`src/rtl/uart_rx_fifo.sv`:
```
// Receive-side FIFO between a UART receiver and its consumer.
// First-word-fall-through, sticky overflow flag, asynchronous active-high reset.
module uart_rx_fifo #(
    parameter int p_WORD_LEN = 8,
    parameter int p_DEPTH    = 16
) (
    input  logic                           i_clk,
    input  logic                           i_rst,
    input  logic [p_WORD_LEN-1:0]          i_data,
    input  logic                           i_ready,
    input  logic                           i_read,
    input  logic                           i_clr_overflow,
    output logic [p_WORD_LEN-1:0]          o_data,
    output logic                           o_valid,
    output logic [$clog2(p_DEPTH+1)-1:0]   o_count,
    output logic                           o_full,
    output logic                           o_empty,
    output logic                           o_overflow
);

    localparam int c_AW = $clog2(p_DEPTH);
    localparam int c_CW = $clog2(p_DEPTH + 1);
    localparam logic [c_CW-1:0] c_FULL = c_CW'(p_DEPTH);

    generate
        if (p_DEPTH < 2 || (p_DEPTH & (p_DEPTH - 1)) != 0) begin : g_bad_depth
            $error("uart_rx_fifo: p_DEPTH must be a power of 2 and at least 2");
        end
    endgenerate

    logic [p_WORD_LEN-1:0] mem [p_DEPTH];
    logic [c_AW-1:0]       wr_ptr;
    logic [c_AW-1:0]       rd_ptr;
    logic [c_CW-1:0]       count;
    logic                  overflow;

    logic                  full;
    logic                  empty;
    logic                  pop;
    logic                  push;
    logic                  drop;

    // Handshake: a word is written when i_ready is high and there is room
    // (or a pop frees a slot in the same cycle); a word leaves when i_read
    // and o_valid are both high at a rising edge. i_read with o_valid low
    // is ignored. A write strobe that finds no room is a drop.
    always_comb begin
        full  = (count == c_FULL);
        empty = (count == '0);
        pop   = i_read && !empty;
        push  = i_ready && (!full || pop);
        drop  = i_ready && full && !pop;
    end

    always_ff @(posedge i_clk or posedge i_rst) begin
        if (i_rst) begin
            wr_ptr   <= '0;
            rd_ptr   <= '0;
            count    <= '0;
            overflow <= 1'b0;
        end else begin
            if (push) begin
                wr_ptr <= wr_ptr + c_AW'(1);
            end
            if (pop) begin
                rd_ptr <= rd_ptr + c_AW'(1);
            end
            case ({push, pop})
                2'b10:   count <= count + c_CW'(1);
                2'b01:   count <= count - c_CW'(1);
                default: count <= count;
            endcase
            // A drop in the same cycle as a clear leaves the flag set.
            if (drop) begin
                overflow <= 1'b1;
            end else if (i_clr_overflow) begin
                overflow <= 1'b0;
            end
        end
    end

    // Storage is not reset; its contents are masked by o_valid.
    always_ff @(posedge i_clk) begin
        if (push && !i_rst) begin
            mem[wr_ptr] <= i_data;
        end
    end

    always_comb begin
        o_valid    = !empty;
        o_empty    = empty;
        o_full     = full;
        o_count    = count;
        o_overflow = overflow;
        o_data     = empty ? '0 : mem[rd_ptr];
    end

endmodule

```
`config.mk`:
```
export PLATFORM = sky130hd
export DESIGN_NAME = uart_rx_fifo
export DESIGN_NICKNAME = d
export VERILOG_FILES = /design/src/rtl/uart_rx_fifo.sv
export SDC_FILE = /design/constraint.sdc
export NUM_CORES = 1
export LEC_CHECK = 0
export CORE_MARGIN = 2
export CORE_UTILIZATION = 40
export CTS_BUF_LIST = sky130_fd_sc_hd__clkbuf_2 sky130_fd_sc_hd__clkbuf_4 sky130_fd_sc_hd__clkbuf_8
export DETAILED_ROUTE_END_ITERATION = 6
export GPL_TIMING_DRIVEN = 0
export PLACE_DENSITY = 0.68
export SLEW_MARGIN = 20
export SYNTH_ARGS = -nofsm -noshare
export SYNTH_HDL_FRONTEND = slang
export SYNTH_SLANG_ARGS = --single-unit
```
`constraint.sdc`:
```
create_clock -name i_clk -period 2.9 [get_ports i_clk]
set_input_delay 0.58 -clock i_clk [delete_from_list [all_inputs] [get_ports i_clk]]
set_output_delay 0.58 -clock i_clk [all_outputs]
set_load 0.1 [all_outputs]
```
==> metrics.md <==
| Metric | Value |
|---|---|
| Vias per std cell | 5.26 |
| Post-Route WL | 11.2 mm |
| Routed met1 length | 4.95 mm |
| Number of diodes | 0 |
| Final period utilization | 101% |
| Largest buffer count on any clock path | 2 |
| Placed wire-length estimate | 7.14 mm |
| Part of the total power dissipated in sequential elements | 31.9% |
| Ports | 30 |
| Num rows | 43 |
| Clock tree from TritonCTS | done |
| Cell area after synthesis | 0.00579 mm² |
| Worst supply voltage drop on vdd | 824 µV |
| Share of cells above drive strength 1 | 34.6% |
| Pre-antenna DRT Iters | 4 |
| Routed length on met3 | 419 µm |
| Met2 WL post-DR | 5.75 mm |
| CP Data Arrival Time | 2.36 ns |
| Worst endpoint required time | 2.32 ns |
| Power share of the combinational group | 51.4% |
| Number of max-cap violations | 0 |
| Utilization of the core after routing | 50.6% |
| Register-to-register setup slack | 0.36 ns |
| Outcome | finished, violations left |
| Number of cells on the worst reg-to-reg path | 6 |
| Number of input and output port buffers inserted | 28 |
| Remaining design rule violation count | 0 |
| Unique cell type count in the Yosys netlist | 37 |
| Number of warning messages in the yosys log | 0 |
| DP Cell Count | 515 |
| Worst setup path class | flip-flop to output pin |
| Capture instance of the worst register-to-register path | mem[12][4] |
| Main area contributors after synthesis | sky130_fd_sc_hd__edfxtp_1 (66%), sky130_fd_sc_hd__mux4_2 (12%), sky130_fd_sc_hd__dfrtp_1 (6.1%) |
| Die width | 124 µm |
| H-tree levels | 4 |
| Root buffer cell | sky130_fd_sc_hd__clkbuf_8 |
| Net count after synthesis | 327 |
| Antenna violations before repair | 0 |
| PD cells | 1150 mW/mm² |
| Maximum achievable frequency | 340 MHz |
| Wire length of the first global-routing pass | 17.4 mm |
| Final global-route overflow total | 0 |
| Clock network latency to the later pin of the worst-skew pair | 0.42 ns |
| Failing checks | negative setup slack |
| Pin count of the biggest net entering global routing | 17 |
| Register area share after synthesis | 72.4% |
| Iter 0 DRT Violations | 276 |
| Layout Nets | 377 |
| Net switching power | 3.29 mW |
| Timing startpoint of the critical path | rd_ptr[1] |
| Clk sink count | 142 |
| Minimum clock period after layout | 2.94 ns |
| Critical path startpoint category | flip-flop |
| Global placement routability congestion | 0.799 |
| Cell taking the most area after synthesis | sky130_fd_sc_hd__edfxtp_1 |
| Area growth from synthesis to layout | 22.3% |
| Minimum setup slack in the final design | -0.0371 ns |
| Clock Skews | 0.00833 ns |
| Final routed wire length divided by cell count | 20.4 µm |
| Crit Reg-Reg Startpoint | o_count[1] |
| Clock slew at reported path FFs | 0.07 ns |
| Number of global-route vias before repair | 3069 |
| Share of total power in the clock network | 16.7% |
| Count of antenna-violating nets left after detailed routing | 0 |
| Cell-internal power | 4.88 mW |
| Setup repair after global routing missed its margin | true |
| Avg Inst Size Synth | 18.9 µm² |
| Timing endpoint of the critical path | o_data[4] |
| Via count of the routed design | 2895 |
| GRT Total Usage | 15.1% |
| Slew Limit Fails | 0 |
| Worst min-delay path category | primary input to flip-flop |
| Floorplan die height | 124 µm |
| Flop and latch count out of synthesis | 142 |
| Actual slew at the worst max-slew pin | 0.972 ns |
| Relative max-transition margin | 35.0% |
| Number of setup violations in the final report | 6 |
| Largest fanout of any net on the critical path | 7 |
| Cell count after synthesis | 307 |
| Highest Signal Layer | met4 |
| Initial core utilization | 41.4% |
| Core Footprint | 0.0140 mm² |
| Die area | 0.0155 mm² |
| Switching share of total power | 40.2% |
| Fraction of synthesized cell area taken by the top area cell type | 66.4% |
| Final Hold Fails | 0 |
| Final instance count without filler cells | 550 |
| Crit path capture type | output pin |
| Num CTS Buffers | 17 |
| Leakage power | 2.34 nW |
-- logic make-up (layout without fill, tap and decap cells) --
family | after synthesis | in the layout | share of synthesized area (%)
DFF | 142 | 142 | 72.4
muxes | 51 | 51 | 15.9
and+or+nand+nor | 44 | 44 | 3.74
AOI/OAI and AO/OA | 33 | 33 | 3.28
buffers and inverters | 21 | 84 | 1.73
xor gates and xnor gates | 9 | 9 | 1.36
adders and majority gates | 7 | 7 | 1.51
-- repair_timing --
item                                   4_1_cts  5_1_grt
pin swaps                                    0        1
endpoints found under the hold margin        0        0
buffers inserted                             2        1
gates cloned                                 0        1
hold buffers                                 0        0
setup endpoints to repair                   11        8
gates resized for setup                    116       27
-- worst min-delay path by stage --
stage / slack (ns) / from / cells past startpoint / to
after floorplan: 0.48 / i_rst / 1 / o_overflow
after global placement: 0.52 / wr_ptr[3] / 1 / wr_ptr[3]
after detailed placement: 0.52 / o_overflow / 2 / o_overflow
after CTS: 0.49 / i_read / 3 / rd_ptr[3]
after global routing: 0.53 / i_read / 3 / rd_ptr[2]
final: 0.52 / i_read / 3 / rd_ptr[3]
-- Yosys cell counts, drive strengths merged --
cell type	count
buf	11
ha	7
nand4	1
or2	1
nor2	20
a32oi	1
nand3b	1
dfrtp	14
edfxtp	128
clkbuf	4
mux2i	9
nand2	9
a211oi	1
nor4b	1
o221ai	1
o31ai	1
a21oi	11
and2	1
nand3	4
a21o	1
mux4	32
a31oi	2
or3	2
xor2	2
xnor2	7
nor2b	2
o21ai	12
and3	1
o211ai	1
a21boi	2
nor4	1
inv	6
mux2	10
-- state kept, by name, summed over array words and instances, names as in the netlist --
register    flops
wr_ptr          4
o_overflow      1
rd_ptr          4
mem           128
o_count         5
-- metal layers --
layer  track usage (%)  vias up
li1                  -     1322
met1              20.7     1495
met2              24.2       70
met3              3.99        8
met4              4.23        0
met5                 0        -
-- cells in the final DEF, fill, tap and decap left out, types with 2 or more instances in the layout --
cell / instances
sky130_fd_sc_hd__dfrtp_1: 9
sky130_fd_sc_hd__clkinv_2: 4
sky130_fd_sc_hd__mux2_2: 2
sky130_fd_sc_hd__nor2_1: 20
sky130_fd_sc_hd__xor2_1: 2
sky130_fd_sc_hd__a21oi_1: 3
sky130_fd_sc_hd__clkinvlp_4: 2
sky130_fd_sc_hd__a21boi_1: 2
sky130_fd_sc_hd__nor2b_1: 2
sky130_fd_sc_hd__edfxtp_1: 128
sky130_fd_sc_hd__or3_1: 2
sky130_fd_sc_hd__nand2_1: 9
sky130_fd_sc_hd__clkdlybuf4s50_1: 17
sky130_fd_sc_hd__mux4_2: 32
sky130_fd_sc_hd__inv_1: 5
sky130_fd_sc_hd__buf_8: 2
sky130_fd_sc_hd__mux2i_4: 3
sky130_fd_sc_hd__a21oi_4: 8
sky130_fd_sc_hd__o21ai_0: 4
sky130_fd_sc_hd__mux2i_1: 3
sky130_fd_sc_hd__a31oi_1: 2
sky130_fd_sc_hd__clkbuf_4: 7
sky130_fd_sc_hd__xnor2_1: 7
sky130_fd_sc_hd__clkbuf_8: 17
sky130_fd_sc_hd__buf_2: 3
sky130_fd_sc_hd__o21ai_4: 4
sky130_fd_sc_hd__nand3_1: 4
sky130_fd_sc_hd__o21ai_2: 4
sky130_fd_sc_hd__buf_4: 6
sky130_fd_sc_hd__mux2_4: 7
sky130_fd_sc_hd__ha_1: 7
sky130_fd_sc_hd__clkdlybuf4s15_2: 2
sky130_fd_sc_hd__buf_6: 2
sky130_fd_sc_hd__clkinv_1: 4
sky130_fd_sc_hd__dfrtp_2: 5
sky130_fd_sc_hd__mux2i_2: 3
sky130_fd_sc_hd__buf_12: 11
-- area by class of cell --
type	instances	area (µm²)
fillers	1149	6910
flip-flops and latches	142	4200
multi-input cells	144	1720
repair buffers	32	420
clock buffers	22	272
well taps	180	225
plain buffers	14	145
clock inverters	10	72.6
inverters	6	26.3
-- power groups by stage --
stage	Sequential (mW)	Combinational, mW	Clock [mW]
floorplan	2.85	2.46	0
global placement	2.60	3.43	0
detailed placement	2.61	3.48	0
CTS	2.57	3.92	1.40
global route	2.63	4.40	1.48
finish	2.61	4.20	1.36
-- per-stage QoR --
stage | worst slack (ns) | power (mW) | area, µm² | hold slack (ns) | TNS (ns)
2_1_floorplan | 0.0379 | 5.31 | 5890 | 0.477 | 0
3_3_place_gp | -0.851 | 6.03 | 6400 | 0.521 | -16.43
3_5_place_dp | -0.905 | 6.09 | 6400 | 0.524 | -28.87
4_1_cts | -0.134 | 7.89 | 6930 | 0.490 | -0.696
5_1_grt | -0.103 | 8.52 | 7080 | 0.529 | -0.673
6_report | -0.0371 | 8.17 | 7080 | 0.521 | -0.0783
-- worst max-delay path, cell delays in order (launching register included) --
cell and delay, ns:
sky130_fd_sc_hd__dfrtp_1 0.39, sky130_fd_sc_hd__buf_8 0.17, sky130_fd_sc_hd__buf_12 0.14, sky130_fd_sc_hd__mux4_2 0.53, sky130_fd_sc_hd__mux2_4 0.31, sky130_fd_sc_hd__o21ai_4 0.16
sky130_fd_sc_hd__a21oi_4 0.05, sky130_fd_sc_hd__buf_12 0.19
No activity file was read; power rests on OpenSTA's default activity.
